<file path="config.mk">
export PLATFORM = sky130hd
export DESIGN_NAME = soc_uart_host_flat
export DESIGN_NICKNAME = d
export VERILOG_FILES = /design/src/rtl/soc_uart_host_if.sv /design/src/rtl/soc_uart_host.sv /design/src/flat_wrapper.sv
export SDC_FILE = /design/constraint.sdc
export NUM_CORES = 1
export LEC_CHECK = 0
export ABC_AREA = 1
export CORE_ASPECT_RATIO = 0.75
export CORE_MARGIN = 2
export CORE_UTILIZATION = 55
export DETAILED_ROUTE_END_ITERATION = 12
export GPL_TIMING_DRIVEN = 0
export PLACE_DENSITY = 0.77
export REMOVE_ABC_BUFFERS = 1
export SLEW_MARGIN = 20
export SYNTH_ARGS = -nofsm -noshare
export SYNTH_HDL_FRONTEND = slang
export SYNTH_SLANG_ARGS = --single-unit
export TNS_END_PERCENT = 30
</file>
<file path="constraint.sdc">
create_clock -name clk -period 3.5 [get_ports clk]
set_input_delay 0.875 -clock clk [delete_from_list [all_inputs] [get_ports clk]]
set_output_delay 0.875 -clock clk [all_outputs]
set_load 0.05 [all_outputs]
</file>
<file path="src/rtl/soc_uart_host_if.sv">
// Peripheral bus seen by soc_uart_host: one access per cycle, registered read data.
`timescale 1ns/1ps
interface soc_uart_host_if;
  logic        sel;
  logic        we;
  logic [1:0]  addr;
  logic [31:0] wdata;
  logic [31:0] rdata;
  logic        rvalid;

  modport master (output sel, we, addr, wdata, input rdata, rvalid);
  modport slave  (input sel, we, addr, wdata, output rdata, rvalid);
endinterface

</file>
<file path="src/rtl/soc_uart_host.sv">
// Host-side controller for soc_uart: RX/TX byte FIFOs behind a 4-register bus slave,
// draining the core's rx_full/ack handshake and feeding its start_tx/tx_empty handshake.
`timescale 1ns/1ps
module soc_uart_host #(
  parameter int DEPTH = 8
) (
  input  logic              clk,
  input  logic              res_n,
  soc_uart_host_if.slave    bus,
  output logic              irq,
  input  logic              uart_rx_full,
  input  logic [7:0]        uart_rx_data,
  input  logic              uart_rx_overrun,
  input  logic              uart_rx_break,
  output logic              uart_ack,
  input  logic              uart_tx_empty,
  output logic [7:0]        uart_tx_data,
  output logic              uart_start_tx
);
  localparam int AW = $clog2(DEPTH);
  localparam int CW = AW + 1;
  localparam logic [1:0] A_DATA = 2'd0, A_STATUS = 2'd1, A_CLEAR = 2'd2, A_CTRL = 2'd3;

  typedef enum logic {IDLE, REQ} tx_state_e;

  function automatic logic [7:0] sat8(input logic [CW-1:0] c);
    if (int'(c) > 255) return 8'hFF;
    return 8'(c);
  endfunction

  // bus decode
  logic wr, rd, data_wr, data_rd, clr_wr, ctrl_wr;
  assign wr      = bus.sel & bus.we;
  assign rd      = bus.sel & ~bus.we;
  assign data_wr = wr & (bus.addr == A_DATA);
  assign data_rd = rd & (bus.addr == A_DATA);
  assign clr_wr  = wr & (bus.addr == A_CLEAR);
  assign ctrl_wr = wr & (bus.addr == A_CTRL);

  logic unused_wdata;
  assign unused_wdata = ^bus.wdata[31:10];

  // RX FIFO
  logic [7:0]    rx_mem [DEPTH];
  logic [AW-1:0] rx_wp, rx_rp;
  logic [CW-1:0] rx_cnt;
  logic          rx_empty, rx_full, rx_pop, rx_push, rx_flush, rx_take, rx_evt;

  assign rx_empty = (rx_cnt == '0);
  assign rx_full  = (rx_cnt == CW'(DEPTH));
  assign rx_pop   = data_rd & ~rx_empty;
  assign rx_flush = clr_wr & bus.wdata[8];
  // ack is high for one cycle per event, masking the core's still-high rx_full
  assign rx_evt   = ~uart_ack & (uart_rx_full | uart_rx_break);
  assign rx_take  = ~uart_ack & uart_rx_full & ~uart_rx_break;
  assign rx_push  = rx_take & (~rx_full | rx_pop) & ~rx_flush;

  always_ff @(posedge clk or negedge res_n) begin
    if (!res_n) begin
      rx_wp  <= '0;
      rx_rp  <= '0;
      rx_cnt <= '0;
    end else if (rx_flush) begin
      rx_wp  <= '0;
      rx_rp  <= '0;
      rx_cnt <= '0;
    end else begin
      if (rx_push) rx_wp <= rx_wp + 1'b1;
      if (rx_pop)  rx_rp <= rx_rp + 1'b1;
      rx_cnt <= rx_cnt + CW'(rx_push) - CW'(rx_pop);
    end
  end

  always_ff @(posedge clk) begin
    if (rx_push) rx_mem[rx_wp] <= uart_rx_data;
  end

  // TX FIFO
  logic [7:0]    tx_mem [DEPTH];
  logic [AW-1:0] tx_wp, tx_rp;
  logic [CW-1:0] tx_cnt;
  logic          tx_empty, tx_full, tx_pop, tx_push, tx_flush;
  tx_state_e     state, state_d;

  assign tx_empty = (tx_cnt == '0);
  assign tx_full  = (tx_cnt == CW'(DEPTH));
  assign tx_pop   = (state == IDLE) & ~tx_empty & uart_tx_empty;
  assign tx_flush = clr_wr & bus.wdata[9];
  assign tx_push  = data_wr & (~tx_full | tx_pop) & ~tx_flush;

  always_ff @(posedge clk or negedge res_n) begin
    if (!res_n) begin
      tx_wp  <= '0;
      tx_rp  <= '0;
      tx_cnt <= '0;
    end else if (tx_flush) begin
      tx_wp  <= '0;
      tx_rp  <= '0;
      tx_cnt <= '0;
    end else begin
      if (tx_push) tx_wp <= tx_wp + 1'b1;
      if (tx_pop)  tx_rp <= tx_rp + 1'b1;
      tx_cnt <= tx_cnt + CW'(tx_push) - CW'(tx_pop);
    end
  end

  always_ff @(posedge clk) begin
    if (tx_push) tx_mem[tx_wp] <= bus.wdata[7:0];
  end

  // TX FSM: REQ is left only once the core drops tx_empty, which rides out its stop-bit phase
  logic       start_d;
  logic [7:0] txd_d;

  always_comb begin
    state_d = state;
    start_d = uart_start_tx;
    txd_d   = uart_tx_data;
    case (state)
      IDLE: if (tx_pop) begin
        state_d = REQ;
        start_d = 1'b1;
        txd_d   = tx_mem[tx_rp];
      end
      REQ: if (!uart_tx_empty) begin
        state_d = IDLE;
        start_d = 1'b0;
      end
      default: state_d = IDLE;
    endcase
  end

  always_ff @(posedge clk or negedge res_n) begin
    if (!res_n) begin
      state         <= IDLE;
      uart_start_tx <= 1'b0;
      uart_tx_data  <= 8'h00;
    end else begin
      state         <= state_d;
      uart_start_tx <= start_d;
      uart_tx_data  <= txd_d;
    end
  end

  // sticky flags: a same-cycle set beats a clear
  logic ovr, brk, drop, ovr_set, brk_set, drop_set;
  logic [2:0] ctrl;

  assign ovr_set  = ~uart_ack & uart_rx_full &
                    (uart_rx_overrun | (~uart_rx_break & rx_full & ~rx_pop));
  assign brk_set  = ~uart_ack & uart_rx_break;
  assign drop_set = data_wr & tx_full & ~tx_pop;

  always_ff @(posedge clk or negedge res_n) begin
    if (!res_n) begin
      ovr      <= 1'b0;
      brk      <= 1'b0;
      drop     <= 1'b0;
      ctrl     <= 3'b000;
      uart_ack <= 1'b0;
      irq      <= 1'b0;
    end else begin
      ovr      <= ovr_set  | (ovr  & ~(clr_wr & bus.wdata[4]));
      brk      <= brk_set  | (brk  & ~(clr_wr & bus.wdata[5]));
      drop     <= drop_set | (drop & ~(clr_wr & bus.wdata[6]));
      if (ctrl_wr) ctrl <= bus.wdata[2:0];
      uart_ack <= rx_evt;
      irq      <= (ctrl[0] & ~rx_empty) | (ctrl[1] & tx_empty) | (ctrl[2] & (ovr | brk | drop));
    end
  end

  // read path
  logic        tx_idle;
  logic [31:0] status, rdata_d, rdata_q;
  logic        rvalid_q;

  assign tx_idle = tx_empty & (state == IDLE) & uart_tx_empty;
  assign status  = {sat8(tx_cnt), sat8(rx_cnt), 8'h00,
                    tx_idle, drop, brk, ovr, tx_full, tx_empty, rx_full, ~rx_empty};

  always_comb begin
    rdata_d = 32'h0;
    case (bus.addr)
      A_DATA:   rdata_d = rx_empty ? 32'h0 : {23'b0, 1'b1, rx_mem[rx_rp]};
      A_STATUS: rdata_d = status;
      A_CLEAR:  rdata_d = 32'h0;
      A_CTRL:   rdata_d = {29'b0, ctrl};
      default:  rdata_d = 32'h0;
    endcase
  end

  always_ff @(posedge clk or negedge res_n) begin
    if (!res_n) begin
      rdata_q  <= 32'h0;
      rvalid_q <= 1'b0;
    end else begin
      rvalid_q <= rd;
      if (rd) rdata_q <= rdata_d;
    end
  end

  assign bus.rdata  = rdata_q;
  assign bus.rvalid = rvalid_q;
endmodule

</file>
<file path="src/flat_wrapper.sv">
// flat-port wrapper written by rule: the top's interface ports become plain ports
module soc_uart_host_flat 
#(
  parameter int DEPTH = 8
)
  (clk, res_n, irq, uart_rx_full, uart_rx_data, uart_rx_overrun, uart_rx_break, uart_ack, uart_tx_empty, uart_tx_data, uart_start_tx, bus_sel, bus_we, bus_addr, bus_wdata, bus_rdata, bus_rvalid);
  soc_uart_host_if bus_i ();
  input  logic clk;
  input  logic res_n;
  output logic irq;
  input  logic uart_rx_full;
  input  logic [7:0] uart_rx_data;
  input  logic uart_rx_overrun;
  input  logic uart_rx_break;
  output logic uart_ack;
  input  logic uart_tx_empty;
  output logic [7:0] uart_tx_data;
  output logic uart_start_tx;
  input wire logic [$bits(bus_i.sel)-1:0] bus_sel;
  input wire logic [$bits(bus_i.we)-1:0] bus_we;
  input wire logic [$bits(bus_i.addr)-1:0] bus_addr;
  input wire logic [$bits(bus_i.wdata)-1:0] bus_wdata;
  output wire logic [$bits(bus_i.rdata)-1:0] bus_rdata;
  output wire logic [$bits(bus_i.rvalid)-1:0] bus_rvalid;
  assign bus_i.sel = bus_sel;
  assign bus_i.we = bus_we;
  assign bus_i.addr = bus_addr;
  assign bus_i.wdata = bus_wdata;
  assign bus_rdata = bus_i.rdata;
  assign bus_rvalid = bus_i.rvalid;
  soc_uart_host #(.DEPTH(DEPTH)) u_core (.clk(clk), .res_n(res_n), .bus(bus_i), .irq(irq), .uart_rx_full(uart_rx_full), .uart_rx_data(uart_rx_data), .uart_rx_overrun(uart_rx_overrun), .uart_rx_break(uart_rx_break), .uart_ack(uart_ack), .uart_tx_empty(uart_tx_empty), .uart_tx_data(uart_tx_data), .uart_start_tx(uart_start_tx));
endmodule
</file>
==> results.yml <==
setup_path:
  setup.worst_path.end_class: "flop"
  cp-startpoint: "uart_tx_empty"
  slowest_stage: "clkdlybuf4s50_1"
  critPathMostFrequentCell: "inv_1"
  crit_path_max_fanout: 16
  cp.required_ns: 3.88
  cpPeakStageDelay_ns: 0.56
  worstReg2RegEnd: "u_core.tx_cnt[2]"
  setup.worst_path.class: "input pin to flop"
  ff2ff_path_depth: 12
  capturing_instance_or_port_of_the_critical_path: "u_core.tx_cnt[2]"
  cell_chain_of_the_critical_path: "clkdlybuf4s50_1, nand3_2, inv_1, ha_1, inv_1, ha_1, fa_1, xor2_1, nand2_1, inv_1"
  start_kind: "input pin"
  arrival_ns: 3.56
  worst_r2r_startpoint: "u_core.tx_cnt[2]"
  reg2reg_setup_slack_ns: 0.50
floorplanning:
  start_util_pct: 56.3
  core_um2: 14500
  io_pins: 94
  num_rows: 38
  die_h_um: 109
  area_of_the_die_um2: 15800
  die_width_um: 145
clock_network:
  cts_sinks: 184
  cts_hold_buffers: 0
  cts_setup_buffers: 0
  cts.path.max_buffers: 2
  worst_skew_pair.late_latency_ns: 0.44
  cts_tree: "done"
  post_cts_resized: 0
  numCtsBuffers: 17
  clock_tree.root_cell: "clkbuf_16"
  clock_tree.htree_level_count: 4
  clkTransAtPathRegs_ns: 0.06
global_routing:
  wire_length_of_the_first_global_routing_pass_um: 27800
  grt_pass1_vias: 5423
  grt_remaining_overflow: 0
  antenna_found_initial: 0
  pin_count_of_the_biggest_net_entering_global_routing: 57
  grt_total_usage_pct: 24.0
logic_synthesis:
  synth_seq_cells: 184
  synth.cell_area_um2: 8160
  number_of_flops_mapped_to_enable_cells_by_yosys: 128
  synth_compound_area_share_pct: 6.75
  synth.area.mux_share_pct: 0
  synth_warnings: 0
  yosys_most_used_dff: "edfxtp_1"
  synthCells: 776
  adder_cell_area_share_of_the_yosys_netlist_pct: 2.94
  synth_xor_area_share_pct: 0.429
  post_synth_num_cell_types: 37
  synth_sequential_area_ratio_pct: 64.3
  synthSimpleGateAreaFrac_pct: 17.9
  post_synth.cell_area_avg_um2: 10.5
  post_synth_arst_share_pct: 30.4
  synth_top_family_by_area: "simple AND/OR/NAND/NOR gates"
route:
  overall_via_count_from_detail_route: 5637
  first_iter_violations: 520
  routed_wl_um: 17700
  detail_route.drc_violations: 0
  drt-wirelength-per-cell_um: 17.1
  viasPerCell: 5.44
  postRouteAntennaNets: 0
  detail_route.first_pass.iterations: 5
place:
  post_dp_hpwl_um: 11600
  count_of_port_buffers_added_during_placement: 56
  gp_congestion: 0.866
  preCtsSetupSlack_ns: -0.0641
  placement.cell_area_um2: 8820
timing:
  maxSlewHeadroom_pct: 23.9
  grt_setup_unrepaired: "false"
  final-hold-violation-count: 0
  report.final.setup_viol: 0
  layout_min_cycle_time_ns: 3.18
  maxClockFrequency_mhz: 314
  layout_worst_path_cycle_share_pct: 90.9
  maxSlewViolCount: 0
  post-route-worst-setup-slack_ns: 0.317
  fin_skew_ns: 0.00770
  max_slew.worst_pin.slew_ns: 1.14
pwr:
  power.total_w: 0.00698
  power_leakage_nw: 3.94
  power.ir.vdd_worst_mv: 0.414
  p_per_area_nw_per_um2: 745
final_layout:
  drive_gt1_share_pct: 7.29
  nets: 893
  fin_area_um2: 9370
  n_antenna_cell: 0
  area_growth_syn_to_layout_pct: 14.8
outcome:
  status: "finished clean"
flow_run:
  maxCapViolCount: 0
min_path:
  hold_class: "input pin to asynchronous set/reset pin"
==> layout by cell type (no fill, tap or decap), types with 2 or more instances in the layout <==
cell type and n:
edfxtp_1 128, conb_1 15, ha_1 16, nand2_1 161, inv_1 91, nand3_2 3, o31ai_1 9, clkinv_1 3
o21ai_0 33, clkbuf_16 17, xor2_1 4, clkbuf_1 2, clkinv_4 4, inv_2 11, fa_1 2, nand3_1 64
a21o_1 2, o211ai_1 17, nand2_4 4, clkinv_2 3, nor2_4 4, nor3b_1 2, dfrtp_2 2, nor2_8 2
nor2_1 83, o21ai_1 12, dfrtp_1 54, a21oi_1 18, clkdlybuf4s50_1 55
==> metrics by stage <==
stage | util [%] | hold slack (ns) | TNS [ns] | instances
after floorplan | - | 0.445 | 0 | 749
after global placement | 60.6 | 0.458 | -12.76 | 1005
after detailed placement | 60.8 | 0.470 | -0.658 | 1006
after CTS | 64.6 | 0.430 | 0 | 1037
after global routing | 64.6 | 0.436 | 0 | 1037
final | 64.6 | 0.408 | 0 | 1037
==> cells by family (layout without fill, tap and decap cells) <==
family / after synthesis / in the layout
AOI/OAI and AO/OA: 94 / 94
xor gates and xnor gates: 4 / 4
adders and majority gates: 18 / 18
buffers and inverters: 146 / 193
DFF: 184 / 184
other: 1 / 15
and+or+nand+nor: 329 / 329
==> worst max-delay path, delay by kind of cell <==
kind                       cells  cell delay (ns)
xor gates and xnor gates       1             0.21
adders and majority gates      3             0.81
buffers and inverters          4             1.20
and+or+nand+nor                2             0.46
==> routing by layer <==
metal | share of wire, % | up-vias | track usage [%] | routed length, um
li1 | - | 2641 | - | -
met1 | 45 | 2742 | 34.0 | 8060
met2 | 45 | 227 | 36.7 | 8020
met3 | 7.5 | 27 | 6.45 | 1340
met4 | 1.7 | 0 | 7.42 | 300
met5 | 0 | - | 0 | 0
==> state kept, by name, indices dropped and copies added, names as in the netlist, 3 cells and up <==
| register | flops |
|---|---|
| u_core.rx_cnt | 4 |
| u_core.tx_cnt | 4 |
| u_core.tx_mem | 64 |
| u_core.ctrl | 3 |
| u_core.bus.rdata | 17 |
| u_core.rx_rp | 3 |
| u_core.tx_wp | 3 |
| u_core.rx_mem | 64 |
| u_core.rx_wp | 3 |
| u_core.uart_tx_data | 8 |
| u_core.tx_rp | 3 |
==> area by class of cell <==
cell class | instances | area [um2]
Timing Repair Buffer | 57 | 586
Clock inverter | 11 | 100
Multi-Input combinational cell | 460 | 2340
Fill cell | 1080 | 5130
Sequential cell | 184 | 5250
Inverter | 105 | 397
Tap cell | 200 | 250
Clock buffer | 20 | 447
==> worst min-delay path by stage <==
stage                                   to  slack [ns]  cells after the start                   start
global placement              u_core.state        0.46                      2            u_core.state
CTS                    u_core.bus.rdata[8]        0.43                      2                   res_n
finish                    u_core.tx_cnt[3]        0.41                      2                   res_n
floorplan                     u_core.state        0.44                      2            u_core.state
global route              u_core.tx_cnt[3]        0.44                      2                   res_n
detailed placement  u_core.uart_tx_data[3]        0.47                      2  u_core.uart_tx_data[3]
==> cell usage after synthesis, types with 2 or more instances <==
cell,number,area [um2]
nand3_1,64,320
dfrtp_1,56,1400
edfxtp_1,128,3840
o21ai_1,12,60.1
nor2_8,2,40.0
buf_2,16,80.1
nand3_2,3,30.0
nor3b_1,2,15.0
a21o_1,2,15.0
o31ai_1,9,67.6
nand2_1,161,604
xor2_1,4,35.0
clkinv_1,2,7.51
clkbuf_1,9,33.8
nand2_4,4,45.0
fa_1,2,40.0
nor2_4,4,45.0
o211ai_1,17,128
o21ai_0,33,165
buf_4,15,113
inv_2,11,41.3
nor2_1,83,312
ha_1,16,200
inv_1,91,342
a21oi_1,18,90.1
==> where the power goes <==
group          internal (W)  switching, W
Clock              0.000994      0.000802
Sequential          0.00261      0.000390
Combinational      0.000749       0.00143
No activity file was read; power rests on OpenSTA's default activity.
